--- src/rtl/eth_tx_framer.sv ---
// GMII transmit framer: adds preamble/SFD, zero-pads short payloads, appends a
// reflected CRC-32 FCS and holds the inter-frame gap before the next frame.
module eth_tx_framer #(
   parameter int PREAMBLE_LEN = 7,
   parameter int MIN_PAYLOAD  = 60,
   parameter int IFG_LEN      = 12,
   parameter int CNT_W        = 11
) (
   input  logic       clk,
   input  logic       rst,
   input  logic [7:0] s_tdata,
   input  logic       s_tvalid,
   input  logic       s_tlast,
   output logic       s_tready,
   output logic [7:0] gmii_txd,
   output logic       gmii_tx_en,
   output logic       gmii_tx_er,
   output logic       frame_done,
   output logic       underrun
);

   typedef enum logic [2:0] {IDLE, PRE, SFD, DATA, PAD, FCS, DROP, IFG} state_t;

   localparam int                 AUX_W       = 16;
   localparam logic [AUX_W-1:0]   PRE_LAST    = AUX_W'(PREAMBLE_LEN - 1);
   localparam logic [AUX_W-1:0]   IFG_LAST    = AUX_W'(IFG_LEN - 1);
   localparam logic [CNT_W:0]     MIN_W       = (CNT_W + 1)'(MIN_PAYLOAD);
   localparam state_t             AFTER_FRAME = (IFG_LEN > 0) ? IFG : IDLE;

   function automatic logic [31:0] crc32_byte(input logic [31:0] crc,
                                              input logic [7:0]  data);
      logic [31:0] c;
      c = crc ^ {24'h0, data};
      for (int i = 0; i < 8; i++)
         c = c[0] ? ((c >> 1) ^ 32'hEDB88320) : (c >> 1);
      return c;
   endfunction

   state_t           state_q;
   logic [31:0]      crc_q, crc_d;
   logic [CNT_W-1:0] cnt_q, cnt_d;
   logic [AUX_W-1:0] aux_q;
   logic [7:0]       txd_q;
   logic             tx_en_q, tx_er_q, done_q, underrun_q;
   logic [7:0]       byte_in;
   logic [3:0][7:0]  fcs;

   // Pad bytes enter the CRC as zeros; otherwise the accepted input byte.
   always_comb begin
      byte_in = (state_q == PAD) ? 8'h00 : s_tdata;
      crc_d   = crc32_byte(crc_q, byte_in);
      cnt_d   = (&cnt_q) ? cnt_q : cnt_q + 1'b1;
   end

   assign fcs = ~crc_q;

   always_ff @(posedge clk) begin
      if (rst) begin
         state_q    <= IDLE;
         crc_q      <= '1;
         cnt_q      <= '0;
         aux_q      <= '0;
         txd_q      <= 8'h00;
         tx_en_q    <= 1'b0;
         tx_er_q    <= 1'b0;
         done_q     <= 1'b0;
         underrun_q <= 1'b0;
      end else begin
         // NOTE: outputs default to idle every cycle (non-blocking, so the
         // state arms below simply override); nothing is left to hold a value.
         txd_q      <= 8'h00;
         tx_en_q    <= 1'b0;
         tx_er_q    <= 1'b0;
         done_q     <= 1'b0;
         underrun_q <= 1'b0;
         unique case (state_q)
            IDLE: begin
               crc_q <= '1;
               cnt_q <= '0;
               aux_q <= '0;
               if (s_tvalid) state_q <= PRE;
            end
            PRE: begin
               txd_q   <= 8'h55;
               tx_en_q <= 1'b1;
               if (aux_q == PRE_LAST) begin
                  aux_q   <= '0;
                  state_q <= SFD;
               end else begin
                  aux_q <= aux_q + 1'b1;
               end
            end
            SFD: begin
               txd_q   <= 8'hD5;
               tx_en_q <= 1'b1;
               state_q <= DATA;
            end
            DATA: begin
               tx_en_q <= 1'b1;
               if (s_tvalid) begin
                  txd_q <= s_tdata;
                  crc_q <= crc_d;
                  cnt_q <= cnt_d;
                  if (s_tlast) state_q <= ({1'b0, cnt_d} < MIN_W) ? PAD : FCS;
               end else begin
                  // Starved mid-frame: one errored byte, then flush the rest.
                  tx_er_q    <= 1'b1;
                  underrun_q <= 1'b1;
                  state_q    <= DROP;
               end
            end
            PAD: begin
               tx_en_q <= 1'b1;
               crc_q   <= crc_d;
               cnt_q   <= cnt_d;
               if ({1'b0, cnt_d} >= MIN_W) state_q <= FCS;
            end
            FCS: begin
               txd_q   <= fcs[aux_q[1:0]];
               tx_en_q <= 1'b1;
               if (aux_q[1:0] == 2'd3) begin
                  done_q  <= 1'b1;
                  aux_q   <= '0;
                  state_q <= AFTER_FRAME;
               end else begin
                  aux_q <= aux_q + 1'b1;
               end
            end
            DROP: begin
               if (s_tvalid && s_tlast) begin
                  aux_q   <= '0;
                  state_q <= AFTER_FRAME;
               end
            end
            IFG: begin
               if (aux_q == IFG_LAST) begin
                  aux_q   <= '0;
                  state_q <= IDLE;
               end else begin
                  aux_q <= aux_q + 1'b1;
               end
            end
            default: state_q <= IDLE;
         endcase
      end
   end

   assign s_tready   = (state_q == DATA) || (state_q == DROP);
   assign gmii_txd   = txd_q;
   assign gmii_tx_en = tx_en_q;
   assign gmii_tx_er = tx_er_q;
   assign frame_done = done_q;
   assign underrun   = underrun_q;

endmodule

--- config.mk ---
export PLATFORM = sky130hd
export DESIGN_NAME = eth_tx_framer
export DESIGN_NICKNAME = d
export VERILOG_FILES = /design/src/rtl/eth_tx_framer.sv
export SDC_FILE = /design/constraint.sdc
export NUM_CORES = 1
export LEC_CHECK = 0
export BUFFER_PORTS_ARGS = -buffer_cell sky130_fd_sc_hd__clkbuf_2
export CAP_MARGIN = 40
export CELL_PAD_IN_SITES_DETAIL_PLACEMENT = 1
export CELL_PAD_IN_SITES_GLOBAL_PLACEMENT = 1
export CORE_ASPECT_RATIO = 1.5
export CORE_UTILIZATION = 30
export CTS_CLUSTER_DIAMETER = 80
export DETAILED_ROUTE_END_ITERATION = 7
export GPL_TIMING_DRIVEN = 1
export PLACE_DENSITY = 0.6
export SYNTH_ARGS = -nofsm -noshare
export SYNTH_HDL_FRONTEND = slang
export SYNTH_SLANG_ARGS = --single-unit
--- constraint.sdc ---
create_clock -name clk -period 2.4 [get_ports clk]
set_input_delay 0.12 -clock clk [delete_from_list [all_inputs] [get_ports clk]]
set_output_delay 0.12 -clock clk [all_outputs]
set_load 0.05 [all_outputs]
==> results of run 1 <==
## cells in the final DEF, fill, tap and decap left out, drive strengths merged, types with 3 or more instances in the layout
master and instances:
clkbuf 33, a2bb2oi 3, xor3 10, o21a 4
nor3 16, and4 3, inv 9, a311oi 4
xnor2 38, xor2 22, or4 5, a21oi 39
o22ai 17, nand2b 3, clkinv 5, ha 4
dfxtp 73, a211oi 8, o311ai 3, or3 3
o21ai 21, or2 5, mux4 8, nand2 53
nand3b 3, and2 4, nor2 68, nor4 5
a31oi 4, nor2b 3, nand3 14, buf 41
a41oi 3, xnor3 8, nand4 6, o211ai 3
and3 8
## metrics by stage
stage               cell area [um2]  hold slack (ps)  utilization (%)  instances  setup slack [ps]
global placement               5170              455             34.1        763               105
finish                         5530             74.2             36.5        779               102
global route                   5530             97.4             36.5        779              26.1
CTS                            5490             70.4             36.2        779              23.0
detailed placement             5170              427             34.1        763              64.6
floorplan                      4670              259                -        537               236
## synthesized netlist by cell type, types with 9 or more instances
| cell | number | area [um2] |
|---|---|---|
| nor3_1 | 16 | 80.1 |
| buf_2 | 9 | 45.0 |
| nor2_1 | 68 | 255 |
| nand2_1 | 52 | 195 |
| o21ai_0 | 19 | 95.1 |
| xnor2_1 | 38 | 333 |
| xor2_1 | 19 | 166 |
| dfxtp_1 | 73 | 1460 |
| inv_1 | 9 | 33.8 |
| nand3_1 | 14 | 70.1 |
| a21oi_1 | 39 | 195 |
| o22ai_1 | 16 | 100 |
| xor3_1 | 10 | 238 |
| clkbuf_1 | 20 | 75.1 |
## cells by family (layout without fill, tap and decap cells)
| kind of cell | Yosys count | after routing |
|---|---|---|
| buffers and inverters | 48 | 91 |
| AO/OA/AOI/OAI | 119 | 119 |
| flip-flops | 73 | 73 |
| XOR/XNOR | 78 | 78 |
| multiplexers | 10 | 10 |
| adder cells (fa/ha/maj) | 4 | 4 |
| AND/OR/NAND/NOR | 205 | 205 |
## worst max-delay path: cells and delay by family (launching register included)
family | cells | cell delay (ps)
AO/OA/AOI/OAI | 1 | 170
flip-flops | 1 | 360
AND/OR/NAND/NOR | 4 | 1660
## worst paths after layout
path                                              from                 endpoint  slack, ps  depth (start not counted)
worst max-delay path            aux_q[13]$_SDFFE_PP0P_  state_q[0]$_SDFFE_PP0P_        100                          5
worst min-delay path                        s_tdata[5]   gmii_txd[5]$_SDFF_PP0_         70                          3
worst max register to register  aux_q[13]$_SDFFE_PP0P_  state_q[0]$_SDFFE_PP0P_        100                          5
worst min register to register  aux_q[15]$_SDFFE_PP0P_   aux_q[15]$_SDFFE_PP0P_        500                          2
## layer usage
metal / global-route usage, % / up-vias
met1: 20.0 / 2044
li1: - / 1979
met2: 36.6 / 67
met3: 2.91 / 31
met5: 0 / -
met4: 10.3 / 0
## registers in the layout, indices dropped and copies added, names as in the netlist
register	cells
crc_q	32
aux_q	16
cnt_q	11
gmii_txd	8
state_q	3
frame_done	1
gmii_tx_en	1
underrun	1
## cell type report
| type | instances | share of cell area (%) |
|---|---|---|
| Clock buffer | 9 | 4.07 |
| Clock inverter | 7 | 1.72 |
| Inverter | 10 | 0.678 |
| Multi-Input combinational cell | 416 | 54.9 |
| Sequential cell | 73 | 26.4 |
| Tap cell | 199 | 4.50 |
| Timing Repair Buffer | 65 | 7.73 |
## power by group through the flow
stage | Combinational [mW] | Sequential [mW] | Clock [mW]
after floorplan | 0.651 | 1.33 | 0
after global placement | 0.908 | 1.31 | 0
after detailed placement | 0.928 | 1.31 | 0
after CTS | 0.933 | 1.28 | 1.51
after global routing | 0.997 | 1.29 | 1.59
final | 0.922 | 1.28 | 1.49
==> out/metrics.yaml, run 1 <==
clock_network:
  cts_buffers: 9
  insertion_delay_ps: 340
  ctsHoldBuffers: 0
  postCtsSetupRepairBufs: 0
  cts.sinks: 73
  clk_path_buf_depth: 2
  cts-root-buf: "clkbuf_16"
  clkTransAtPathRegs_ps: 60
  cts_tree: "built"
  cts-resized-gates: 0
  htreeDepth: 3
synth:
  ys_seq_area_share_pct: 31.3
  synth_edf_count: 0
  synth_cells: 537
  yosys.area_share.adder_pct: 1.07
  synth.distinct_cells: 66
  syn-num-nets: 553
  muxShareOfSynthArea_pct: 4.29
  synth.cell_area_um2: 4670
  synth_top_family_by_area: "simple AND/OR/NAND/NOR gates"
  synth-xor-area-share_pct: 20.9
  ys_warn_count: 0
  avgSynthCellArea_um2: 8.69
  async_reset_ff_share_pct: 0
  synth-simple-area-share_pct: 21.4
  synthFlopType: "dfxtp_1"
  synth_seq_cells: 73
  synth_compound_area_share_pct: 16.3
route:
  routed-wl-met2_um: 7900
  drc: 0
  post_drt_wl_per_cell_um: 18.7
  drt-pass1-iter-count: 4
  met3_length_um: 321
  drt_iter0_drc: 102
  vias: 4121
  wirelength_met1_um: 5800
  routed_wl_um: 14600
  top_layer: "met4"
  antenna_left: 0
  viasPerCell: 5.29
die:
  pin_count: 25
  core_um2: 15100
  die-area_um2: 16100
  row_count: 55
  die_w_um: 104
  die_h_um: 155
  initial_core_util_pct: 30.8
global_routing:
  grt_max_degree: 28
  grt_pass1_vias: 4356
  grt_pass1_wl_um: 23600
  grt_overflow: 0
  grt_use_total_pct: 19.2
  antenna_found_initial: 0
power_and_ir_drop:
  p_switching_mw: 1.11
  switching_share_pct: 30.1
  power_density_nw_per_um2: 668
  internal-power_mw: 2.58
  peakVddDrop_uv: 296
  pwr-share-seq_pct: 34.8
  leakage_nw: 2.08
  combPwrFrac_pct: 24.9
  total_power_mw: 3.70
  p_clk_share_pct: 40.3
layout:
  seq_area_um2: 1460
  multiInputGateArea_um2: 3040
  layout.nets: 591
  fillers: 1807
  area_delta_synth_final_pct: 18.5
  drive_gt1_share_pct: 20.0
  diodes: 0
setup_path:
  cp.required_ps: 2630
  crit_chain: "or4_4 > nor4_4 > o22ai_2 > or4_1 > and4_1"
  startpoint_type: "flip-flop"
  cp_max_fo: 6
  crit_path_end_kind: "flip-flop"
  arrival_ps: 2530
  crit_type: "flip-flop to flip-flop"
  crit_path_max_incr_delay_ps: 570
  cpMaxStageDelayCell: "or4_4"
sta:
  setup_viol: 0
  slew_headroom_pct: 54.4
  hold_violations: 0
  fin_crit_ps: 2300
  finalCritPeriodShare_pct: 95.8
  fmax_mhz: 435
  tightest_slew_ps: 684
  slew_viol_final: 0
  rsz0062_at_grt: "no"
  fin_skew_ps: 6.40
  tns_ps: 0
run:
  maxCapViolCount: 0
placement:
  io_buffers: 24
  dp_hpwl_um: 11100
  gp_congestion: 0.811
outcome:
  status: "completed"
min_path:
  hold_class: "input pin to flip-flop"
No activity file was read; power rests on OpenSTA's default activity.
==> run 2, diff against run 1 <==
--- a/config.mk
+++ b/config.mk
@@ -10,6 +10,7 @@
 export CELL_PAD_IN_SITES_DETAIL_PLACEMENT = 1
 export CELL_PAD_IN_SITES_GLOBAL_PLACEMENT = 1
 export CORE_ASPECT_RATIO = 1.5
+export CORE_MARGIN = 3
 export CORE_UTILIZATION = 30
 export CTS_CLUSTER_DIAMETER = 80
 export DETAILED_ROUTE_END_ITERATION = 7
==> run 2 against run 1 <==
  * Worst setup slack better by 50 ps
  * Largest cell class unchanged
  * Largest power group unchanged
  * Cell area fell by 1.3%
  * Cell count is 0.51% lower
==> out/metrics.yaml, run 2 (synthesis results as in run 1) <==
outcome:
  status: "completed"  # unchanged
power_and_ir_drop:
  pwr-share-seq_pct: 35.5  # was 34.8%
  p_switching_mw: 1.13  # was 1.11 mW
  switching_share_pct: 31.3  # was 30.1%
  peakVddDrop_uv: 378  # was 296 uV
  p_clk_share_pct: 39.0  # was 40.3%
  leakage_nw: 2.05  # was 2.08 nW
  combPwrFrac_pct: 25.4  # was 24.9%
  power_density_nw_per_um2: 662  # was 668 nW/um2
  internal-power_mw: 2.48  # was 2.58 mW
sta:
  worst_hold_slack_ps: 59.8  # was 74.2 ps
  fmax_mhz: 445  # was 435 MHz
  rsz0062_at_grt: "no"  # unchanged
  tightest_slew_ps: 686  # was 684 ps
  slew_viol_final: 0  # unchanged
  tns_ps: 0  # unchanged
  fin_skew_ps: 8.62  # was 6.40 ps
  slew_headroom_pct: 53.7  # was 54.4%
  fin_crit_ps: 2250  # was 2300 ps
  setup_ws_ps: 151  # was 102 ps
  finalCritPeriodShare_pct: 93.7  # was 95.8%
  hold_violations: 0  # unchanged
  setup_viol: 0  # unchanged
min_path:
  hold_class: "input pin to flip-flop"  # unchanged
  min_from: "s_tdata[5]"  # unchanged
route:
  drt_iter0_drc: 142  # was 102
  vias: 4090  # was 4,121
  drt-pass1-iter-count: 5  # was 4
  antenna_left: 0  # unchanged
  drc: 0  # unchanged
  viasPerCell: 5.28  # was 5.29
  post_drt_wl_per_cell_um: 19.3  # was 18.7 um
  routed_wl_um: 14900  # was 14,600 um
global_routing:
  antenna_found_initial: 0  # unchanged
  grt_use_total_pct: 18.0  # was 19.2%
  grt_overflow: 0  # unchanged
  grt_pass1_vias: 4358  # was 4,356
  grt_max_degree: 28  # unchanged
  grt_pass1_wl_um: 23800  # was 23,600 um
setup_path:
  crit_start: "aux_q[7]$_SDFFE_PP0P_"  # was aux_q[13]$_SDFFE_PP0P_
  cp.required_ps: 2640  # was 2630 ps
  cp_max_fo: 4  # was 6
  crit_type: "flip-flop to flip-flop"  # unchanged
  arrival_ps: 2490  # was 2530 ps
  r2r_start: "aux_q[7]$_SDFFE_PP0P_"  # was aux_q[13]$_SDFFE_PP0P_
  crit_path_end_kind: "flip-flop"  # unchanged
  startpoint_type: "flip-flop"  # unchanged
placement:
  gp_congestion: 0.864  # was 0.811
  place_ws_ps: 41.1  # was 64.6 ps
  dp_hpwl_um: 11400  # was 11,100 um
  io_buffers: 24  # unchanged
clock_network:
  cts.sinks: 73  # unchanged
  cts_buffers: 9  # unchanged
  postCtsSetupRepairBufs: 0  # unchanged
  insertion_delay_ps: 350  # was 340 ps
  clkTransAtPathRegs_ps: 70  # was 60 ps
  cts-root-buf: "clkbuf_16"  # unchanged
  clk_path_buf_depth: 2  # unchanged
  cts_tree: "built"  # unchanged
  htreeDepth: 3  # unchanged
die:
  die_w_um: 108  # was 104 um
  pin_count: 25  # unchanged
  initial_core_util_pct: 30.8  # unchanged
  die_h_um: 159  # was 155 um
  core_um2: 15100  # unchanged
  die-area_um2: 17100  # was 16,100 um2
  row_count: 55  # unchanged
layout:
  multiInputGateArea_um2: 3010  # was 3040 um2
  diodes: 0  # unchanged
  fillers: 1813  # was 1,807
  layout.nets: 587  # was 591
  layout_commonest_cell: "dfxtp_1"  # unchanged
  area_delta_synth_final_pct: 17.0  # was 18.5%
  seq_area_um2: 1460  # unchanged
  largest-register: "crc_q"  # unchanged
  reg_top3: "crc_q (32), aux_q (16), cnt_q (11)"  # unchanged
  largest_reg_flops: 32  # unchanged
  drive_gt1_share_pct: 18.9  # was 20.0%
  final_cell_mix: "dfxtp_1 (73), nor2_1 (68), nand2_1 (52), a21oi_1 (39), xnor2_1 (38)"  # was dfxtp_1 (73), nor2_1 (68), nand2_1 (52), buf_4 (41), a21oi_1 (39)
run:
  maxCapViolCount: 0  # unchanged
run 2: cell count changes in the layout (fill, tap and decap cells not counted), sizes merged:
cell / before / now
buf: 41 / 37
bufinv: 2 / 1
clkinv: 5 / 4
clkinvlp: 1 / 2
inv: 9 / 10
run 2: power groups by stage:
stage | combinational (mW) | clock [mW] | sequential [mW]
final | 0.920 | 1.41 | 1.29
after global routing | 0.999 | 1.48 | 1.29
after CTS | 0.927 | 1.43 | 1.28
after detailed placement | 0.920 | 0 | 1.31
after global placement | 0.903 | 0 | 1.31
after floorplan | 0.651 | 0 | 1.33
run 2: layout make-up:
type	instances	area share (%)
clock buffer	9	4.12
sequential	73	26.8
timing repair buffer	61	7.28
clock inverter	7	1.47
inverter	10	0.687
tap	199	4.56
multi-input combinational	416	55.1
run 2: routing by layer:
layer,global-route usage (%),share of wire [%],wire [um]
met4,8.62,3.8,565
met5,0,0,0
met2,33.3,55,8150
met3,2.60,1.9,288
met1,19.6,40,5920
run 2: metrics by stage:
stage / util [%] / cell area [um2] / power [mW] / std cells
5_1_grt: 36.1 / 5460 / 3.77 / 775
4_1_cts: 36.0 / 5440 / 3.64 / 775
3_3_place_gp: 33.9 / 5140 / 2.21 / 759
3_5_place_dp: 33.9 / 5140 / 2.23 / 759
2_1_floorplan: - / 4670 / 1.98 / 537
6_report: 36.1 / 5460 / 3.62 / 775
run 2: critical path: stages (launching register included):
cell and delay [ps]:
dfxtp_1 340, or4_1 580, nor4_2 360, o22ai_2 140, or4_1 510, and4_1 220
run 2: path summary, 6_finish.rpt:
kind                            slack (ps)                      end  cells after the start
worst max-delay path                   150  state_q[0]$_SDFFE_PP0P_                      5
worst min-delay path                    60   gmii_txd[5]$_SDFF_PP0_                      3
worst max register to register         150  state_q[0]$_SDFFE_PP0P_                      5
worst min register to register         510   aux_q[15]$_SDFFE_PP0P_                      2
run 2: timing repair:
action	in CTS	in global routing
hold buffers	0	0
setup endpoints to repair	0	6
gates resized for setup	0	4
